### src/rtl/fifo_uart_tx.sv
// Drains a synchronous FIFO one word at a time into LSB-first UART frames
// (start, data, optional even parity, one stop bit).
//
// state  | meaning
// IDLE   | line high, waiting for EN and a non-empty FIFO
// FETCH  | RD strobe to the FIFO
// LOAD   | FIFO data valid, captured into shift register at closing edge
// START  | start bit (low)
// DATA   | data bits, LSB first
// PARITY | even parity bit (PARITY_EN=1 only)
// STOP   | stop bit (high), DONE in its last cycle
module fifo_uart_tx #(
  parameter int DATA_WIDTH   = 8,
  parameter int CLKS_PER_BIT = 16,
  parameter int PARITY_EN    = 0
) (
  input  logic                  Clk,
  input  logic                  Rst_n,
  input  logic                  EN,
  input  logic                  EMPTY,
  input  logic [DATA_WIDTH-1:0] dataIn,
  output logic                  RD,
  output logic                  TX,
  output logic                  BUSY,
  output logic                  DONE
);

  localparam int BW = $clog2(CLKS_PER_BIT);
  localparam int CW = $clog2(DATA_WIDTH) + 1;

  typedef enum logic [2:0] {
    IDLE, FETCH, LOAD, START, DATA, PARITY, STOP
  } state_t;

  state_t                state, state_nxt;
  logic [BW-1:0]         baud_cnt, baud_nxt;
  logic [CW-1:0]         bit_cnt, bit_nxt;
  logic [DATA_WIDTH-1:0] shift, shift_nxt;
  logic                  par, par_nxt;
  logic                  tx_q, tx_nxt;
  logic                  bit_tick;

  assign bit_tick = (baud_cnt == BW'(CLKS_PER_BIT - 1));

  always_ff @(posedge Clk or negedge Rst_n) begin
    if (!Rst_n) begin
      state    <= IDLE;
      baud_cnt <= '0;
      bit_cnt  <= '0;
      shift    <= '0;
      par      <= 1'b0;
      tx_q     <= 1'b1;
    end else begin
      state    <= state_nxt;
      baud_cnt <= baud_nxt;
      bit_cnt  <= bit_nxt;
      shift    <= shift_nxt;
      par      <= par_nxt;
      tx_q     <= tx_nxt;
    end
  end

  always_comb begin
    state_nxt = state;
    baud_nxt  = baud_cnt;
    bit_nxt   = bit_cnt;
    shift_nxt = shift;
    par_nxt   = par;
    case (state)
      IDLE:  if (EN && !EMPTY) state_nxt = FETCH;
      FETCH: state_nxt = LOAD;
      LOAD: begin
        shift_nxt = dataIn;
        par_nxt   = ^dataIn;
        baud_nxt  = '0;
        bit_nxt   = '0;
        state_nxt = START;
      end
      START: begin
        if (bit_tick) begin
          baud_nxt  = '0;
          state_nxt = DATA;
        end else begin
          baud_nxt = baud_cnt + BW'(1);
        end
      end
      DATA: begin
        if (bit_tick) begin
          baud_nxt  = '0;
          shift_nxt = shift >> 1;
          if (bit_cnt == CW'(DATA_WIDTH - 1)) begin
            bit_nxt   = '0;
            state_nxt = (PARITY_EN != 0) ? PARITY : STOP;
          end else begin
            bit_nxt = bit_cnt + CW'(1);
          end
        end else begin
          baud_nxt = baud_cnt + BW'(1);
        end
      end
      PARITY: begin
        if (bit_tick) begin
          baud_nxt  = '0;
          state_nxt = STOP;
        end else begin
          baud_nxt = baud_cnt + BW'(1);
        end
      end
      STOP: begin
        if (bit_tick) begin
          baud_nxt  = '0;
          state_nxt = IDLE;
        end else begin
          baud_nxt = baud_cnt + BW'(1);
        end
      end
      default: state_nxt = IDLE;
    endcase
  end

  // Line level is computed from the next state so TX comes straight off a flop.
  always_comb begin
    tx_nxt = 1'b1;
    case (state_nxt)
      START:   tx_nxt = 1'b0;
      DATA:    tx_nxt = shift_nxt[0];
      PARITY:  tx_nxt = par_nxt;
      default: tx_nxt = 1'b1;
    endcase
  end

  assign TX   = tx_q;
  assign RD   = (state == FETCH);
  assign BUSY = (state != IDLE);
  assign DONE = (state == STOP) && bit_tick;

endmodule

### config.mk
export PLATFORM = sky130hd
export DESIGN_NAME = fifo_uart_tx
export DESIGN_NICKNAME = d
export VERILOG_FILES = /design/src/rtl/fifo_uart_tx.sv
export SDC_FILE = /design/constraint.sdc
export NUM_CORES = 1
export LEC_CHECK = 0
export ABC_AREA = 1
export BUFFER_PORTS_ARGS = -buffer_cell sky130_fd_sc_hd__buf_2
export CAP_MARGIN = 30
export CORE_UTILIZATION = 50
export DETAILED_ROUTE_END_ITERATION = 6
export PLACE_DENSITY = 0.69
export RECOVER_POWER = 50
export SLEW_MARGIN = 25
export SYNTH_ARGS = -nofsm -noshare
export SYNTH_HDL_FRONTEND = slang
export SYNTH_SLANG_ARGS = --single-unit
### constraint.sdc
create_clock -name Clk -period 1.57 [get_ports Clk]
set_input_delay 0.314 -clock Clk [delete_from_list [all_inputs] [get_ports Clk]]
set_output_delay 0.314 -clock Clk [all_outputs]
set_load 0.05 [all_outputs]
Yosys cells after proc, flatten, opt, wreduce, memory -nomap -nowiden

Index checks and enable logic that the tools add are counted.

$add $sub $neg: 2
Eq/ne operators: 12
Mux-type cells: 16
Reduce and logical (&&, ||, !) cells: 10

Operator list:

| operator                                            | number |
|---|---|
| one-hot mux 3 bit (7 select lines)                  | 1 |
| 2-to-1 mux 3 bit                                    | 6 |
| one-hot mux 4 bit (2 select lines)                  | 2 |
| one-hot mux 8 bit (2 select lines)                  | 1 |
| equality test 3 bit, second input constant          | 5 |
| 2-to-1 mux 4 bit                                    | 3 |
| equality test 3 x 2 -> 1 bit, second input constant | 3 |
| adder 4 x 1 -> 4 bit, second input constant         | 2 |
| 2-to-1 mux 8 bit                                    | 1 |
| parity 8 bit                                        | 1 |
| equality test 4 x 3 -> 1 bit, second input constant | 1 |
| equality test 4 bit, second input constant          | 1 |
| nonzero test 2 bit                                  | 2 |
| OR reduction 4 bit                                  | 1 |
| equality test 3 x 1 -> 1 bit, second input constant | 1 |
| zero test 3 bit                                     | 1 |
| one-hot mux 1 bit (3 select lines)                  | 1 |
| nonzero test 3 bit                                  | 1 |
| logical AND 1 bit                                   | 2 |
| inequality test 2 bit, second input constant        | 1 |
| AND reduction 2 bit                                 | 1 |
| zero test 1 bit                                     | 1 |
| 2-to-1 mux 1 bit                                    | 1 |

Output and inout port bits: 4
Register bits after elaboration: 21
Input port bits: 12
Logic and storage cells: 47

Longest topological paths before layout

Gate-level depths: netlist of the first run.

Depth in word-level cells: 6
Depth in mapped cells: 11
Gate-level depth less buffers: 11

Worst setup path after synthesis of the first run

OpenSTA, ideal clock, no wires.

Kind: register to output
Start point: reg baud_cnt[0]
End point: out DONE
Arrival: 1423 ps
Data required time: 1256 ps
Slack: -167 ps
Path buffers: 0
Cell stages (with the launch flop): 4
Path through: dfrtp_1 ha_1 nand3_4 nor2_1

Longest elaborated chain between the ends: 2

RTL lines:

| item                   | line | source |
|---|---|---|
| start, declared        | 36   | `logic [BW-1:0] baud_cnt, baud_nxt;` |
| start signal, assigned | 55   | `baud_cnt <= baud_nxt;` |
| equality test 4 bit    | 43   | `assign bit_tick = (baud_cnt == BW'(CLKS_PER_BIT - 1));` |
| logical AND 1 bit      | 135  | `assign DONE = (state == STOP) && bit_tick;` |
| end, declared          | 25   | `output logic DONE` |

No other way between the ends.

Worst setup path in the final report of the first run

Start point: reg state[1]
End point: out BUSY

Longest elaborated chain between the ends: 1

RTL lines:

| item                   | line | source |
|---|---|---|
| start, declared        | 35   | `state_t state, state_nxt;` |
| start signal, assigned | 54   | `state <= state_nxt;` |
| nonzero test 3 bit     | 134  | `assign BUSY = (state != IDLE);` |
| end, declared          | 24   | `output logic BUSY,` |

No other way between the ends.

==> results.md, run 1 <==
Logic synthesis:
- Counting flops and latches in the post-synthesis netlist gives 21.
- A synthesized cell averages 7.52 µm².
- In the synthesized netlist, the cells that appear most often are nand2_1 (52), dfrtp_1 (20), inv_1 (20).
- The proportion of synthesized flip-flops having asynchronous set or reset is 100%.
- Among all cell types in the netlist, the one instantiated most often is nand2_1.
- The synthesized netlist cell count is 177.
- The number of enable flip-flop cells after synthesis is 0.
- For this run, the leading register cell type out of synthesis is dfrtp_1.
- The post-synth design cell area is 1330 µm².
- In this run the biggest area consumer among cell types represents 37.6% of the synthesized area.
- The number of different library cells used by synthesis comes to 24.
- The sequential fraction of the synthesis area is 39.6%.
- The count of yosys warnings during synthesis is 0.
- By area the synthesized netlist is led by dfrtp_1 (38%), nand2_1 (15%), nand3_1 (6.8%).
- The number of nets produced by synthesis is 191.
- The biggest area consumer among synthesized cells is dfrtp_1.

Global routing:
- The number of global-route vias before repair is 1059.
- The maximum number of pins on one net before global-route repair is 22.
- Global routing used 20.6% of the available tracks across all layers.
- For this run the aggregate overflow at the end of global routing stands at 0.
- The initial antenna violation count is 0.
- The first-pass GRT wire length is 4250 µm.

Detailed routing:
- After detailed routing, the average wire length per cell comes to 12.1 µm.
- The detailed-router iteration count before antenna repair is 4.
- In the routed design, unresolved DRC markers number 0.
- The first routing iteration left 18 violations.
- The count of antenna-violating nets left after detailed routing is 0.
- The vias after detailed routing is 1226.
- After detailed routing, the number of vias per cell comes to 5.17.
- After detailed routing, the total wire length is 2860 µm.

Setup path:
- The kind of end point of the critical path is an output port.
- The highest net fanout along the worst path is 5.
- The critical path is of the flop to output port type.
- The critical-path cell with the highest stage delay is dfrtp_2.
- The kind of start point of the critical path is a flop.
- For the worst setup path, the data required time is 1.26 ns.
- The critical path goes through nor2_2 > nand2_1 > buf_4.
- At the worst endpoint, the arrival time is 1.25 ns.
- Counting cells, the worst reg-to-reg path comes to 9.
- The highest cell delay on the worst timing path is 0.48 ns.

Clocking:
- The later pin in the worst-skew pair is clocked with a latency of 0.30 ns.
- The count of H-tree levels built during CTS is 1.
- The CTS root buffer is clkbuf_4.
- The maximum buffer depth of the clock tree is 2.
- Clock-pin slew was measured on the worst setup and hold paths at 0.12 ns.
- TritonCTS created 3 clock buffers.
- TritonCTS built the clock tree.
- The number of clock sinks is 21.

Min path:
- The tightest min-delay check is of the input port to flop type.
- Along the worst hold path, the cell count comes to 3.

Die:
- The die outline width is 53.6 µm.
- The initial utilization of the core area, before any placement, comes to 53.3%.
- The row count is 18.
- The area enclosed by the die boundary is 2870 µm².
- The total area inside the core boundary comes to 2500 µm².
- The height of the die is 53.6 µm.
- The number of ports placed on the die boundary is 16.

Power:
- Power comes to 0.935 mW.
- For this design the ratio of total power to cell area is 558 nW/µm².
- The worst-case IR drop observed on VDD is 0.544 mV.
- Summed over all cells, the static leakage comes to 0.880 nW.

Placed design:
- Buffers placed on the I/O ports in this run total 15.
- The post-DP HPWL is 1930 µm.
- The pre-CTS setup slack is 0.0368 ns.
- Routability-driven placement finished with a final weighted congestion of 0.806.
- The placed instances occupy a cell area of 1440 µm².
- The number of cells after detailed placement is 220.

Finish:
- The antenna cell count is 0.
- The finished layout holds 237 standard cells, fillers aside.
- The proportion of layout cells with a drive suffix above 1 is 32.9%.
- From synthesis to final layout, the design area changed by 25.8%.
- The finished cells cover 1680 µm².
- The net count of the finished layout is 222.

Timing:
- The headroom to the max-slew limit is 64.9%.
- The final clock period utilization by the worst path is 99.5%.
- Setup violations remaining at the end of the flow were counted as 0.
- The worst clock skew on the final layout is 0.00161 ns.
- Timing would allow up to 640 MHz.
- The final critical-path required period is 1.56 ns.
- Once routing completed, OpenROAD measured the worst setup slack at 0.00723 ns.
- The number of hold violations in the final report is 0.
- The tightest hold margin is 0.296 ns.
- The slew at the pin with the worst max-slew slack is 0.527 ns.
- The final-report max-slew violation count came to 0.
- Setup repair after global routing could not meet its margin everywhere.

Status:
- The run finished with clean final reports.

Run:
- The tool flagged a number of max-cap violations equal to 0.
[report_power, final]
| part | leakage [nW] | internal [mW] | switching [mW] |
|---|---|---|---|
| logic | 0.623 | 0.0452 | 0.0674 |
| clock network | 0.0177 | 0.0949 | 0.164 |
| registers | 0.239 | 0.557 | 0.00636 |
[through the flow]
stage | utilization (%) | setup TNS (ns)
final | 67.0 | 0
after global routing | 67.0 | -0.166
after CTS | 62.3 | 0
after detailed placement | 57.5 | 0
after global placement | 57.5 | 0
after floorplan | - | 0
[area by class of cell]
class	count	area, µm²
timing repair buffer	28	205
fill	221	825
clock inverter	1	5.00
inverter	25	101
clock buffer	3	22.5
sequential	21	531
multi-input combinational	129	773
tap	30	37.5
[cells by family after synthesis]
| group | synth area share, % |
|---|---|
| simple gates | 34.5 |
| buf+inv | 7.99 |
| compound gates | 10.2 |
| flops | 39.6 |
| xor+xnor | 5.92 |
| fa+ha+maj | 1.88 |
[worst max-delay path, delay by kind of cell, from the launching register on]
kind	cells	cell delay, ns
buf+inv	1	0.20
flops	1	0.48
simple gates	2	0.26
[path summary, 6_finish.rpt]
path	from	end	slack (ns)
setup / recovery	state[1]$_DFF_PN0_	BUSY	0.007
hold / removal	dataIn[5]	shift[5]$_DFFE_PN0P_	0.30
setup reg to reg	state[1]$_DFF_PN0_	TX$_DFF_PN1_	0.06
hold reg to reg	shift[2]$_DFFE_PN0P_	shift[2]$_DFFE_PN0P_	0.50
min in group asynchronous	Rst_n	bit_cnt[0]$_DFFE_PN0P_	0.51
max in group asynchronous	Rst_n	state[0]$_DFF_PN0_	0.68
[cell usage in the layout (no fill, tap or decap), types with 4 or more instances in the layout]
cell type	instances
xnor2_1	5
nand3_1	15
nor2_1	10
nand2_1	49
buf_2	11
buf_4	11
o21ai_0	8
inv_2	5
a22oi_1	6
dfrtp_1	17
inv_1	17
nand2_2	5
nor2_2	4
xor2_1	4
[flip-flops by register name (all words and copies together) (netlist names)]
name,cells
par,1
state,3
baud_cnt,4
TX,1
bit_cnt,4
shift,8
[routing by layer]
layer | GRT usage [%] | vias to the layer above | share of wire, %
met5 | 0 | - | 0
met4 | 4.82 | 0 | 0
met3 | 4.52 | 0 | 3.0
met2 | 36.5 | 21 | 53
met1 | 25.4 | 582 | 44
li1 | - | 623 | -
[timing repair]
action                                 in CTS  in global routing
resized for setup                          10                 24
setup buffers                               8                  4
gates cloned                                0                  0
hold buffers                                1                  0
endpoints found under the hold margin      20                  0
pin swaps                                   1                  9
setup endpoints to repair                   3                  9
Note: power is estimated with default switching activity, not from simulation.
==> run 2: changes to the inputs <==
PLACE_DENSITY = 0.7   (was 0.69)
==> run 2 against run 1 <==
The run now ends with setup timing left. Final cell count shrank 0.84%. Count of clock-buffer cells in the layout is the same. Sequential share of layout area grew 0.60 points. Core utilization shrank 1.3 points. Via count shrank 1.9%. Register-to-register slack lost 0.02 ns. Wire length grew 0.28%. Sequential cell count is the same. Total power grew 0.31%. Largest power group unchanged.
==> results.md, run 2 (synthesis results as in run 1) <==
Placed design:
- The global placement routability congestion is 0.779 (-3.4%).
- The placed standard-cell area is 1440 µm² (unchanged).
- The number of cells after detailed placement is 220 (unchanged).
- The post-DP HPWL is 1990 µm (+2.8%).
- The total of buffers placed on input and output ports is 15 (unchanged).

Timing:
- Setup repair after global routing could not meet its margin everywhere.
- The headroom to the max-slew limit came to 65.5% (+0.59 points).
- The final critical-path required period is 1.59 ns (+0.0266 ns).
- The highest achievable clock rate is 629 MHz (-1.7%).
- The worst clock skew on the final layout is 0.00906 ns (+0.00745 ns).
- The number of hold violations in the final report is 0 (unchanged).
- The number of setup violations in the final report was 1 (+1).
- The slew at the pin with the worst max-slew slack came to 0.518 ns (-0.00881 ns).
- The final clock period utilization by the worst path is 101% (+1.7 points).
- The final-report max-slew violation count is 0 (unchanged).
- The post-route worst setup slack is -0.0194 ns (-0.0266 ns).
- The post-route setup TNS is -0.0194 ns (-0.0194 ns).

Power:
- The power after layout is 0.938 mW (+0.31%).
- The power density relative to cell area is 570 nW/µm² (+2.2%).
- The reported leakage power was 0.854 nW (-2.9%).
- The peak supply drop is 0.498 mV (-8.4%).

Clocking:
- CTS placed an instance of clkbuf_4 at the clock tree root.
- The clock input transition at the sequential cells of the worst setup and hold paths is 0.12 ns (about the same).
- The latest clock arrival within the worst-skew pair is 0.31 ns (about the same).
- The count of H-tree levels built during CTS is 1 (unchanged).
- The number of buffers created by CTS is 3 (unchanged).
- The TritonCTS clock tree is yes.
- The number of clock sinks came to 21 (unchanged).
- The maximum buffer depth of the clock tree was 2 (unchanged).

Setup path:
- STA classifies the critical path endpoint as an output port.
- The worst setup path is of the flop to output port kind.
- The arrival time at the worst endpoint is 1.28 ns (+0.03 ns).
- The worst setup path is launched from a flop.
- The critical-path cell with the highest stage delay is dfrtp_2.
- The highest cell delay on the worst timing path is 0.45 ns (-0.03 ns).
- Walking the worst path, the cells encountered are inv_2 > nand3_2 > nor2_4 > buf_8.
- The highest net fanout along the worst path came to 3 (-2).
- The required time at the endpoint of the critical path was 1.26 ns (about the same).

Min path:
- The type of the worst min-delay path is input port to flop.

Die:
- The die outline width was 53.6 µm (unchanged).
- The effective utilization at floorplan is 53.3% (unchanged).
- The area of the core region is 2500 µm² (unchanged).
- The area enclosed by the die boundary is 2870 µm² (unchanged).
- The row count is 18 (unchanged).
- The number of ports placed on the die boundary came to 16 (unchanged).
- The height of the die was 53.6 µm (unchanged).

Detailed routing:
- The number of design-rule violations left by the first detailed-router iteration is 26 (+8).
- The vias after detailed routing came to 1203 (-1.9%).
- The detailed-router iteration count before antenna repair is 5 (+1).
- The post-detailed-route DRC marker count is 0 (unchanged).
- The count of antenna-violating nets left after detailed routing is 0 (unchanged).
- The average detailed-routed wire length per instance is 12.2 µm (+1.1%).
- The via count normalized by instance count is 5.12 (-1.0%).
- The final routed wirelength across all metal layers is 2870 µm (+0.28%).

Finish:
- The post-route non-filler standard cell count is 235 (-0.84%).
- The post-route cell area is 1640 µm² (-1.9%).
- The top cell types in the final layout, fill and taps aside, are nand2_1 (49), inv_1 (19), dfrtp_1 (17).
- The proportion of layout cells with a drive suffix above 1 is 31.7% (-1.1 points).
- The total number of nets in the final design is 220 (-0.90%).
- The register with the highest flop count is shift.
- The most common cell after layout, fill and taps aside is nand2_1.
- The layout overhead on the synthesized area is 23.5%.
- The antenna cell count is 0 (unchanged).
- The number of flip-flops in the largest register is 8 (unchanged).
- The largest registers in the layout are shift x8, baud_cnt x4, bit_cnt x4.

Global routing:
- The residual overflow from global routing is 0 (unchanged).
- The number of global-route vias before repair was 1105 (+4.3%).
- The initial antenna violation count came to 0 (unchanged).
- The maximum number of pins on one net before global-route repair is 22 (unchanged).
- The first-pass GRT wire length came to 4640 µm (+9.2%).
- The overall global routing resource usage is 23.2% (+2.6 points).

Status:
- The run finished, with violations left.
- The checks that failed: setup timing.

Run:
- The max-cap check violation count is 0 (unchanged).
-- run 2: cell types whose count changed in the layout (fill, tap and decap cells not counted), sizes merged --
cell / before / now
buf: 26 / 24
-- run 2: routing by layer --
metal	GRT usage, %	share of wire (%)
met1	27.4	44
met2	39.6	52
met4	12.7	2.3
met3	4.24	2.4
met5	0	0
-- run 2: path summary, 6_finish.rpt --
check                                         from              endpoint  slack, ns  depth (start not counted)
setup / recovery                state[0]$_DFF_PN0_                  DONE      -0.02                          4
setup reg to reg           baud_cnt[0]$_DFFE_PN0P_          TX$_DFF_PN1_       0.04                         11
min in group asynchronous                    Rst_n  shift[6]$_DFFE_PN0P_       0.49                          2
max in group asynchronous                    Rst_n    state[0]$_DFF_PN0_       0.70                          2
hold / removal                           dataIn[6]  shift[6]$_DFFE_PN0P_       0.27                          3
hold reg to reg               shift[6]$_DFFE_PN0P_  shift[6]$_DFFE_PN0P_       0.50                          2
-- run 2: area by class of cell --
class | count | area (µm²)
Timing Repair Buffer | 26 | 186
Multi-Input combinational cell | 129 | 763
Clock inverter | 1 | 5.00
Clock buffer | 3 | 22.5
Inverter | 25 | 98.8
Tap cell | 30 | 37.5
Fill cell | 225 | 856
Sequential cell | 21 | 531
-- run 2: worst max-delay path, delay by kind of cell (launching register included) --
| family | cells | cell delay (ns) |
|---|---|---|
| buffers and inverters | 2 | 0.24 |
| DFF | 1 | 0.45 |
| and+or+nand+nor | 2 | 0.28 |
-- run 2: power breakdown --
part | total [mW] | switching (mW) | internal [mW]
Clock | 0.263 | 0.168 | 0.0950
Combinational | 0.111 | 0.0662 | 0.0452
Sequential | 0.564 | 0.00683 | 0.557
-- run 2: through the flow --
| stage | worst slack, ns | utilization, % | hold WS [ns] |
|---|---|---|---|
| finish | -0.0194 | 65.8 | 0.274 |
| global placement | 0.106 | 57.5 | 0.289 |
| detailed placement | 0.0313 | 57.5 | 0.293 |
| CTS | 0.00280 | 63.0 | 0.274 |
| floorplan | 0.0455 | - | 0.0184 |
| global route | -0.0821 | 65.8 | 0.269 |
-- run 2: timing repair --
action                                 CTS  global route
endpoints found under the hold margin   20             0
hold buffers                             1             0
resized for setup                       10            18
pin swaps                                1             7
setup endpoints to repair                3            12
buffers inserted                         9             1
